[src/rtl/food_spawner.sv]
// ---------------------------------------------------------------------------
// food_spawner
//
// Picks a free grid cell for the next piece of food. A Galois LFSR free-runs
// every cycle; on a request the FSM draws candidates from it, asks the outside
// world whether the candidate cell is occupied, and after MAX_TRIES failed
// draws falls back to a raster scan of the whole legal grid. The result is
// presented one cycle after the FSM has already returned to IDLE, so a new
// request can be accepted while valid/fail is high.
//
// Ports:
//   clk, reset         - clock, asynchronous active-high reset
//   req                - spawn request (ignored while busy)
//   seed_load, seed_in - reseed the LFSR (zero seed loads 1)
//   probe_x, probe_y   - cell currently being asked about
//   occupied           - combinational answer for the probe (1 = snake)
//   x_out, y_out       - last food position
//   valid              - one-cycle pulse when x_out/y_out are updated
//   fail               - one-cycle pulse when no free cell exists
//   busy               - high while a request is being processed
// ---------------------------------------------------------------------------
module food_spawner #(
  parameter int                LFSR_W    = 16,
  parameter logic [LFSR_W-1:0] TAPS      = 16'hB400,
  parameter logic [LFSR_W-1:0] SEED      = 16'hACE1,
  parameter int                COORD_W   = 3,
  parameter int                GRID_W    = 8,
  parameter int                GRID_H    = 8,
  parameter int                MAX_TRIES = 15,
  parameter int                RST_X     = 3,
  parameter int                RST_Y     = 1
) (
  input  logic               clk,
  input  logic               reset,
  input  logic               req,
  input  logic               seed_load,
  input  logic [LFSR_W-1:0]  seed_in,
  output logic [COORD_W-1:0] probe_x,
  output logic [COORD_W-1:0] probe_y,
  input  logic               occupied,
  output logic [COORD_W-1:0] x_out,
  output logic [COORD_W-1:0] y_out,
  output logic               valid,
  output logic               fail,
  output logic               busy
);

  localparam int TRY_W = (MAX_TRIES < 2) ? 1 : $clog2(MAX_TRIES + 1);

  // An all-zero LFSR would lock up, so a zero seed is replaced by 1.
  localparam logic [LFSR_W-1:0]  SEED_EFF = (SEED == '0) ? LFSR_W'(1) : SEED;
  localparam logic [COORD_W-1:0] LAST_X   = COORD_W'(GRID_W - 1);
  localparam logic [COORD_W-1:0] LAST_Y   = COORD_W'(GRID_H - 1);
  localparam logic [COORD_W-1:0] RST_XC   = COORD_W'(RST_X);
  localparam logic [COORD_W-1:0] RST_YC   = COORD_W'(RST_Y);

  typedef enum logic [1:0] {IDLE, DRAW, CHECK, SCAN} state_t;

  state_t             state_q, state_d;
  logic [LFSR_W-1:0]  lfsr_q, lfsr_d;
  logic [TRY_W-1:0]   tries_q, tries_d;
  logic [COORD_W-1:0] probe_x_q, probe_x_d, probe_y_q, probe_y_d;
  logic [COORD_W-1:0] x_out_q, x_out_d, y_out_q, y_out_d;
  logic               valid_q, valid_d, fail_q, fail_d, busy_q, busy_d;
  // hit/miss remember the outcome decided on the cycle the FSM went IDLE;
  // the outputs are published from them one cycle later.
  logic               hit_q, hit_d, miss_q, miss_d;

  logic [COORD_W-1:0] cand_x, cand_y;
  logic               cand_ok, last_try;

  assign cand_x   = lfsr_q[COORD_W-1:0];
  assign cand_y   = lfsr_q[2*COORD_W-1:COORD_W];
  assign cand_ok  = (int'(cand_x) < GRID_W) && (int'(cand_y) < GRID_H);
  // True when the failure being counted now is the last one allowed.
  assign last_try = (int'(tries_q) + 1 >= MAX_TRIES);

  // Next-state logic: LFSR stepping, the spawn FSM and output publication.
  always_comb begin
    state_d   = state_q;
    tries_d   = tries_q;
    probe_x_d = probe_x_q;
    probe_y_d = probe_y_q;
    hit_d     = 1'b0;
    miss_d    = 1'b0;

    if (seed_load) begin
      lfsr_d = (seed_in == '0) ? LFSR_W'(1) : seed_in;
    end else begin
      lfsr_d = (lfsr_q >> 1) ^ (lfsr_q[0] ? TAPS : '0);
    end

    case (state_q)
      IDLE: begin
        if (req) begin
          state_d = DRAW;
          tries_d = '0;
        end
      end
      DRAW: begin
        if (!cand_ok) begin
          tries_d = tries_q + TRY_W'(1);
          if (last_try) begin
            state_d   = SCAN;
            probe_x_d = '0;
            probe_y_d = '0;
          end
        end else begin
          probe_x_d = cand_x;
          probe_y_d = cand_y;
          state_d   = CHECK;
        end
      end
      CHECK: begin
        if (!occupied) begin
          hit_d   = 1'b1;
          state_d = IDLE;
        end else begin
          tries_d = tries_q + TRY_W'(1);
          if (last_try) begin
            state_d   = SCAN;
            probe_x_d = '0;
            probe_y_d = '0;
          end else begin
            state_d = DRAW;
          end
        end
      end
      SCAN: begin
        if (!occupied) begin
          hit_d   = 1'b1;
          state_d = IDLE;
        end else if (probe_x_q == LAST_X && probe_y_q == LAST_Y) begin
          miss_d  = 1'b1;
          state_d = IDLE;
        end else if (probe_x_q == LAST_X) begin
          probe_x_d = '0;
          probe_y_d = probe_y_q + COORD_W'(1);
        end else begin
          probe_x_d = probe_x_q + COORD_W'(1);
        end
      end
      default: state_d = IDLE;
    endcase

    busy_d  = (state_d != IDLE);
    valid_d = hit_q;
    fail_d  = miss_q;
    // The probe is untouched while IDLE, so it still holds the winning cell.
    x_out_d = hit_q ? probe_x_q : x_out_q;
    y_out_d = hit_q ? probe_y_q : y_out_q;
  end

  // State registers; reset aborts any request without a result pulse.
  always_ff @(posedge clk or posedge reset) begin
    if (reset) begin
      state_q   <= IDLE;
      lfsr_q    <= SEED_EFF;
      tries_q   <= '0;
      probe_x_q <= '0;
      probe_y_q <= '0;
      x_out_q   <= RST_XC;
      y_out_q   <= RST_YC;
      valid_q   <= 1'b0;
      fail_q    <= 1'b0;
      busy_q    <= 1'b0;
      hit_q     <= 1'b0;
      miss_q    <= 1'b0;
    end else begin
      state_q   <= state_d;
      lfsr_q    <= lfsr_d;
      tries_q   <= tries_d;
      probe_x_q <= probe_x_d;
      probe_y_q <= probe_y_d;
      x_out_q   <= x_out_d;
      y_out_q   <= y_out_d;
      valid_q   <= valid_d;
      fail_q    <= fail_d;
      busy_q    <= busy_d;
      hit_q     <= hit_d;
      miss_q    <= miss_d;
    end
  end

  assign probe_x = probe_x_q;
  assign probe_y = probe_y_q;
  assign x_out   = x_out_q;
  assign y_out   = y_out_q;
  assign valid   = valid_q;
  assign fail    = fail_q;
  assign busy    = busy_q;

endmodule

[config.mk]
export PLATFORM = sky130hd
export DESIGN_NAME = food_spawner
export DESIGN_NICKNAME = d
export VERILOG_FILES = /design/src/rtl/food_spawner.sv
export SDC_FILE = /design/constraint.sdc
export NUM_CORES = 1
export LEC_CHECK = 0
export CAP_MARGIN = 20
export CORE_MARGIN = 2
export CORE_UTILIZATION = 50
export CTS_CLUSTER_DIAMETER = 50
export DETAILED_ROUTE_END_ITERATION = 7
export PLACE_DENSITY_LB_ADDON = 0.12
export RECOVER_POWER = 50
export SKIP_LAST_GASP = 1
export SLEW_MARGIN = 15
export SYNTH_ARGS = -nofsm -noshare
export SYNTH_HDL_FRONTEND = slang
export SYNTH_SLANG_ARGS = --single-unit
[constraint.sdc]
create_clock -name clk -period 2.55 [get_ports clk]
set_clock_uncertainty 0.05 [all_clocks]
set_input_delay 0.765 -clock clk [delete_from_list [all_inputs] [get_ports clk]]
set_output_delay 0.765 -clock clk [all_outputs]
set_load 0.02 [all_outputs]
==> results of run 1 <==
-- Yosys cell counts, drive strengths merged --
| cell | instances | area, µm² |
|---|---|---|
| dfstp | 11 | 289 |
| nand2b | 1 | 6.26 |
| nor2b | 3 | 18.8 |
| clkbuf | 4 | 15.0 |
| inv | 8 | 30.0 |
| o22ai | 1 | 6.26 |
| mux2 | 17 | 195 |
| o21a | 1 | 7.51 |
| dfrtp | 28 | 701 |
| a31oi | 4 | 31.3 |
| o32ai | 2 | 17.5 |
| or2 | 1 | 6.26 |
| nor2 | 5 | 18.8 |
| nor3 | 3 | 15.0 |
| a22o | 3 | 27.5 |
| a21boi | 1 | 7.51 |
| o211ai | 1 | 12.5 |
| a41oi | 1 | 8.76 |
| nand4 | 2 | 12.5 |
| xnor2 | 3 | 26.3 |
| o21ai | 12 | 60.1 |
| nand2 | 13 | 48.8 |
| buf | 4 | 27.5 |
| nand3 | 3 | 15.0 |
| a2bb2oi | 2 | 17.5 |
| a21oi | 5 | 25.0 |
| a21o | 2 | 16.3 |
| nor4 | 3 | 18.8 |
| mux2i | 1 | 10.0 |
| ha | 6 | 75.1 |
| and3 | 1 | 6.26 |
| o21bai | 2 | 15.0 |
-- stage by stage --
stage	cell area (µm²)	hold slack (ps)	utilization, %	cells	setup WS (ps)
floorplan	1790	281	-	154	637
global placement	2190	289	64.6	232	358
detailed placement	2190	307	64.6	232	275
CTS	2290	334	67.6	240	231
global route	2290	339	67.4	240	187
finish	2290	329	67.4	240	253
-- metal layers --
metal / track usage [%] / up-vias / part of all wire (%)
li1: - / 627 / -
met1: 24.1 / 631 / 43
met2: 33.5 / 35 / 50
met3: 6.16 / 10 / 4.3
met4: 8.42 / 0 / 2.8
met5: 0 / - / 0
-- final cells by class --
cell class,instances,area (µm²),share of cell area (%)
multi-input combinational,99,726,31.7
clock inverter,2,60.1,2.63
tap,46,57.6,2.52
clock buffer,6,41.3,1.81
inverter,8,30.0,1.31
timing repair buffer,40,382,16.7
sequential,39,990,43.3
-- worst max path at each step --
stage                                  end  cells past startpoint  slack (ps)                    from
floorplan           probe_x[0]$_DFFE_PP0P_                      7         640  probe_x[0]$_DFFE_PP0P_
global placement    probe_x[0]$_DFFE_PP0P_                      4         360                occupied
detailed placement  probe_y[2]$_DFFE_PP0P_                      5         270                occupied
CTS                               y_out[0]                      1         230    y_out[0]$_DFFE_PP1P_
global route                      x_out[1]                      1         190    x_out[1]$_DFFE_PP1P_
finish                            x_out[1]                      1         250    x_out[1]$_DFFE_PP1P_
-- cells in the final DEF (no fill, tap or decap), drive strengths merged, types with 6 or more instances in the layout --
master         Yosys  routed
ha                 6       6
dfrtp             28      28
clkbuf             4       8
clkdlybuf4s50      0      34
inv                8       8
mux2              17      17
dfstp             11      11
nand2             13      13
o21ai             12      12
-- state kept, by name, indices dropped and copies added, names as in the netlist --
name	cells
x_out	3
probe_x	3
busy	1
hit_q	1
fail_d	1
state_q	2
probe_y	3
valid	1
lfsr_q	16
fail	1
tries_q	4
y_out	3
-- report_power, final --
part,internal (mW),switching (mW)
combinational,0.471,0.426
sequential,0.810,0.191
clock,0.306,0.192
total,1.59,0.808
-- logic make-up after synthesis --
group / after synthesis / share of synthesized area [%]
flip-flops: 39 / 55.4
AO/OA/AOI/OAI: 37 / 14.1
AND/OR/NAND/NOR: 35 / 9.31
multiplexers: 18 / 11.5
buffers and inverters: 16 / 4.06
adder cells (fa/ha/maj): 6 / 4.20
XOR/XNOR: 3 / 1.47
==> results summary, run 1 <==
The flow ran to the end, and the final reports show no timing, DRC or antenna violations. The buffer count from post-CTS setup fixing came out at 0. The count of buffers inserted at the top-level ports is 35. Synthesis handed over a netlist of 154 instances. On the worst path, the slowest cell contributes a delay of 590 ps. The worst hold path cell count came out at 0. The final HPWL from detailed placement came out at ~2.6 mm. The path type of the worst setup path is reg -> out.

The type of the most critical hold path is reg -> reg. The count of different cell masters after synthesis is 39. The endpoint identified for the worst register-to-register timing path is probe_y[2]$_DFFE_PP0P_. The Yosys step of the flow raised 0 warnings. The total wirelength of the detailed-routed design came out at 3.48 mm. The number of ports placed on the die boundary is 36. The register-to-register setup slack is ~400 ps. The number of DRC markers in iteration 0 came out at 74.

The global routing usage summed across all routing layers came out at 20.1%. The total power is 2.40 mW. For this run the aggregate overflow at the end of global routing stands at 0. The number of H-tree branching levels came out at 2. For the pin with the worst max-slew slack, the measured transition is 914 ps.

The floorplan has 21 rows. The netlist area before placement is 1790 µm². The number of flip-flops and latches in the synthesized netlist came out at 39. The number of nets in the layout came out at 220. The worst hold path terminates at fail$_DFF_PP0_. Counting cells, the worst reg-to-reg path comes to 7. The initial antenna violation count came out at 0. The minimum clock period came out at 2300 ps. The root buffer cell chosen for the clock tree is sky130_fd_sc_hd__clkbuf_4.

The worst setup path is captured at an output pin. The max-slew violation count came out at 0. The clock transition time at the flip-flop clock pins of the worst setup and hold paths came out at 110 ps. The area of the core region is 3390 µm². The startpoint identified for the worst hold timing path is fail_d$_DFF_PP0_. The worst slew margin relative to its limit is about two fifths. The startpoint identified for the worst register-to-register timing path is tries_q[0]$_DFFE_PP0P_.

The count of endpoints failing setup in the final report is 0. The arrival time of the worst setup path came out at about 1500 ps. The family of cells with the greatest summed delay on the critical path is buffers and inverters. The register area share after synthesis is 55.4%. Walking the worst path, the cells encountered are clkdlybuf4s50_1. The via count of the first global-routing pass is 1359. The global-route wire length before repair came out at 6.15 mm. The final RePlAce weighted congestion came out at 0.771.

Counting the buffers created by CTS gives 5. The starting density of the core came out at between 50% and 60%. The leakage power total came out at around 0.97 nW.

STA classifies the critical path startpoint as a flip-flop. The number of hold buffers added after cts came out at 0. In the routed design, unresolved DRC markers number 0. 0 antenna diodes ended up in the layout. The reported max-cap violation count is 0.

From synthesis to final layout, the design area changed by 27.9%. The maximum clock rate came out at 435 MHz. The number of vias after detailed routing is about 1300. The post-route fraction of the period consumed by the critical path came out at 90.1%.

The pin count of the biggest net entering global routing is 40. The slowest stage of the critical path belongs to the cell sky130_fd_sc_hd__clkdlybuf4s50_1. The peak supply drop came out at 0.000733 V.

The final-report hold violation count was 0. The number of inserted filler cells in the final layout came out at 271. The height of the die came out at 63.8 µm. In this run, post-CTS repair resized a total of 0 instances. The area of the die is 4070 µm². No sink is reached through more buffers than the 2 on the longest clock path. The largest driver fanout on the critical path is 2. For the worst setup path, the data required time is approximately 1700 ps. The synthesized area per cell is ~12 µm².

The number of nets produced by synthesis is 181. The via density per instance is 5.43. The total buffers and inverters traversed by the critical path is 1.

The count of nets left with antenna violations once routing finished came out at 0. The clock latency on the worst-skew pair is around 340 ps. The post-route setup TNS is 0 ps.

The first-pass iteration count of the detailed router came out at 4. The floorplan step set the die width to approximately 64 µm. The TritonCTS clock tree is done. In the final layout, the share of cells above drive strength 1 is 22.2%. Clock tree synthesis found a total of 39 sinks. The power density relative to cell area came out at 1050 nW/µm². Setup repair after global routing left no endpoint under its margin. The average routed wire per standard cell is 14.5 µm.
Note: power is estimated with default switching activity, not from simulation.
==> run 2, diff against run 1 <==
Settings changed: CTS_CLUSTER_SIZE set to 24.
==> results of run 2 <==
Same layout as run 1: the final DEF is identical, and so are final timing and power.
==> run 3, diff against run 2 <==
Clock period 2.55 ns to 2.6 ns, I/O delays scaled along.
==> run 3 against run 2 <==
Compared with the run above: clock-buffer cell count did not move; via count fell by 1.8%; power fell by 11%; global-route usage fell by 1.1 points; register-to-register slack improved by 50 ps; clock power fell by 41%; utilization fell by 1.6 points; worst hold slack got worse by 13 ps; first-iteration DRC count rose by 42%; non-clock buffer count fell by 1.
==> results summary, run 3 (synthesis results as in run 1) <==
Status: finished clean (unchanged). The number of design rule violations left after detail routing is 0 (unchanged). The number of nets in the layout is 219 (was 220). The starting density of the core is 52.8% (unchanged). The area of the multi-input gates came out at 726 µm² (unchanged). The final HPWL from detailed placement came to 2.43 mm (was 2.63 mm).

The final-report hold violation count came out at 0 (unchanged). The type of the most critical hold path is reg -> reg (unchanged). The path type of the worst setup path is reg -> out (unchanged). The remaining antenna violation count after routing came out at 0 (unchanged). The number of clock sinks seen by CTS came out at 39 (unchanged). The via count of the first global-routing pass is 1374 (was 1359). The number of ports placed on the die boundary is 36 (unchanged). The power density relative to cell area came out at 960 nW/µm² (was 1050 nW/µm²). The footprint of the flip-flops and latches came out at 990 µm² (unchanged). The number of flip-flops under the largest register name is 16 (unchanged). Largest registers: lfsr_q (16), tries_q (4) (unchanged). The total wirelength of the detailed-routed design came out at 3.31 mm (was 3.48 mm).

The arrival time of the worst setup path is 1490 ps (was 1480 ps). Series of cell instances along the critical path: clkdlybuf4s50_1 (unchanged). The minimum clock period is 2320 ps. The height of the die is 63.8 µm (unchanged). The peak supply drop came out at 0.000599 V (was 0.000733 V). The number of DRC markers in iteration 0 is 105 (was 74).

The leakage power total came to 0.943 nW (was 0.972 nW). The total CTS buffers came out at 5 (unchanged). The final global-route overflow total came to 0 (unchanged). The average routed wire per standard cell came out at 13.9 µm (was 14.5 µm). The clock latency on the worst-skew pair came out at 340 ps (about the same).

The post-route setup TNS is 0 ps (unchanged). The largest driver fanout on the critical path is 2 (unchanged). The number of instances in the placed design came out at 231 (was 232). The reported max-cap violation count is 0 (unchanged). The max-slew violation count is 0 (unchanged). The number of vias after detailed routing is 1280 (was 1303). The number of inserted filler cells in the final layout came out at 273 (was 271).

The clock root buffer is sky130_fd_sc_hd__clkbuf_4 (unchanged). The initial antenna violation count is 0 (unchanged). The total buffers and inverters traversed by the critical path came out at 1 (unchanged).

The pin count of the biggest net entering global routing came out at 40 (unchanged). The slew at the pin closest to its max-slew limit came out at 912 ps (was 914 ps). The area of the core region came out at 3390 µm² (unchanged). The maximum number of buffers from clock root to sink is 2 (unchanged). The TritonCTS clock tree is done (unchanged).

The area of the die came to 4070 µm² (unchanged). The die width came out at 63.8 µm (unchanged). The count of buffers inserted at the top-level ports is 35 (unchanged).

The fraction of final layout cells with drive strength greater than 1 came out at 21.2% (was 22.2%). The total power came out at 2.14 mW (was 2.40 mW). The global-route wire length before repair came out at 6.00 mm (was 6.15 mm).

The synthesis-to-finish area growth came out at 24.8% (was 27.9%). The count of endpoints failing setup in the final report came out at 0 (unchanged). The number of H-tree branching levels is 2 (unchanged). The final RePlAce weighted congestion came out at 0.765 (was 0.771).

The register with the most flip-flops is lfsr_q (unchanged). The number of hold buffers added after cts is 0 (unchanged). The via density per instance was 5.36 (was 5.43). The post-route fraction of the period consumed by the critical path is between 80% and 90%. Timing would allow up to between 400 and 500 MHz. The antenna diode count came to 0 (unchanged). The critical path data required time came out at 1770 ps (was 1740 ps). The cell with the largest stage delay on the worst path is sky130_fd_sc_hd__clkdlybuf4s50_1 (unchanged). The family of cells with the greatest summed delay on the critical path is buffers and inverters (unchanged). The post-cts repair resize count is 0 (unchanged). The delay of the slowest cell on the worst path came out at 600 ps (was 590 ps). The worst hold slack came to 316 ps (was 329 ps). The first-pass iteration count of the detailed router is 4 (unchanged).

The final instance count without filler cells was 239 (was 240). The clock transition time at the flip-flop clock pins of the worst setup and hold paths came out at 120 ps (was 110 ps). RSZ-0062 raised after global routing: no (unchanged). The row count came to 21 (unchanged). The global routing usage summed across all routing layers is 19.0% (was 20.1%). The kind of capture point of the worst setup path was an output pin (unchanged).

The critical path launch point type is a flip-flop (unchanged). The buffer count from post-CTS setup fixing is 0 (unchanged). The most common cell after layout, fill and taps aside is sky130_fd_sc_hd__clkdlybuf4s50_1 (unchanged). Commonest non-fill, non-tap cells in the layout: 34 x sky130_fd_sc_hd__clkdlybuf4s50_1, 28 x sky130_fd_sc_hd__dfrtp_1, 15 x sky130_fd_sc_hd__mux2_2 (was 34 x sky130_fd_sc_hd__clkdlybuf4s50_1, 28 x sky130_fd_sc_hd__dfrtp_1, 16 x sky130_fd_sc_hd__mux2_2). The worst slew margin relative to its limit came to 39.2% (was 39.1%).

The utilization of the core after routing came out at 65.8% (was 67.4%).
[run 3: changes by cell type in the layout (fill, tap and decap cells not counted)]
cell,before,now
sky130_fd_sc_hd__buf_4,3,2
sky130_fd_sc_hd__bufinv_16,2,0
sky130_fd_sc_hd__clkinv_2,0,1
sky130_fd_sc_hd__clkinvlp_4,0,1
sky130_fd_sc_hd__mux2_1,0,1
sky130_fd_sc_hd__mux2_2,16,15
[run 3: metal layers]
| layer | track usage [%] | part of all wire [%] | vias up |
|---|---|---|---|
| li1 | - | - | 625 |
| met1 | 23.0 | 44 | 624 |
| met2 | 32.8 | 50 | 26 |
| met3 | 4.40 | 4.2 | 5 |
| met4 | 7.34 | 1.6 | 0 |
| met5 | 0 | 0 | - |
[run 3: cell type report]
cell class | instances | share of cell area [%]
sequential | 39 | 44.4
multi-input combinational | 99 | 32.5
timing repair buffer | 39 | 16.8
tap | 46 | 2.58
clock buffer | 6 | 1.85
inverter | 8 | 1.35
clock inverter | 2 | 0.561
[run 3: final timing paths]
path                                             start                      to  slack (ps)  depth (start not counted)
worst max-delay path              y_out[0]$_DFFE_PP1P_                y_out[0]         280                          1
worst min-delay path                  fail_d$_DFF_PP0_          fail$_DFF_PP0_         320                          0
worst max register to register  tries_q[0]$_DFFE_PP0P_  probe_y[2]$_DFFE_PP0P_         450                          7
worst min register to register        fail_d$_DFF_PP0_          fail$_DFF_PP0_         320                          0
max in group asynchronous                        reset     lfsr_q[9]$_DFF_PP0_         830                          3
min in group asynchronous                        reset  tries_q[1]$_DFFE_PP0P_        1090                          3
[run 3: metrics by stage]
step | area (µm²) | worst slack, ps
floorplan | 1790 | 687
CTS | 2240 | 257
finish | 2230 | 276
global placement | 2180 | 340
detailed placement | 2180 | 290
global route | 2230 | 222
[run 3: power breakdown]
| part | leakage (nW) | internal (mW) | switching [mW] | total, mW |
|---|---|---|---|---|
| sequential | 0.461 | 0.794 | 0.182 | 0.976 |
| combinational | 0.454 | 0.453 | 0.419 | 0.872 |
| clock | 0.0282 | 0.104 | 0.191 | 0.295 |
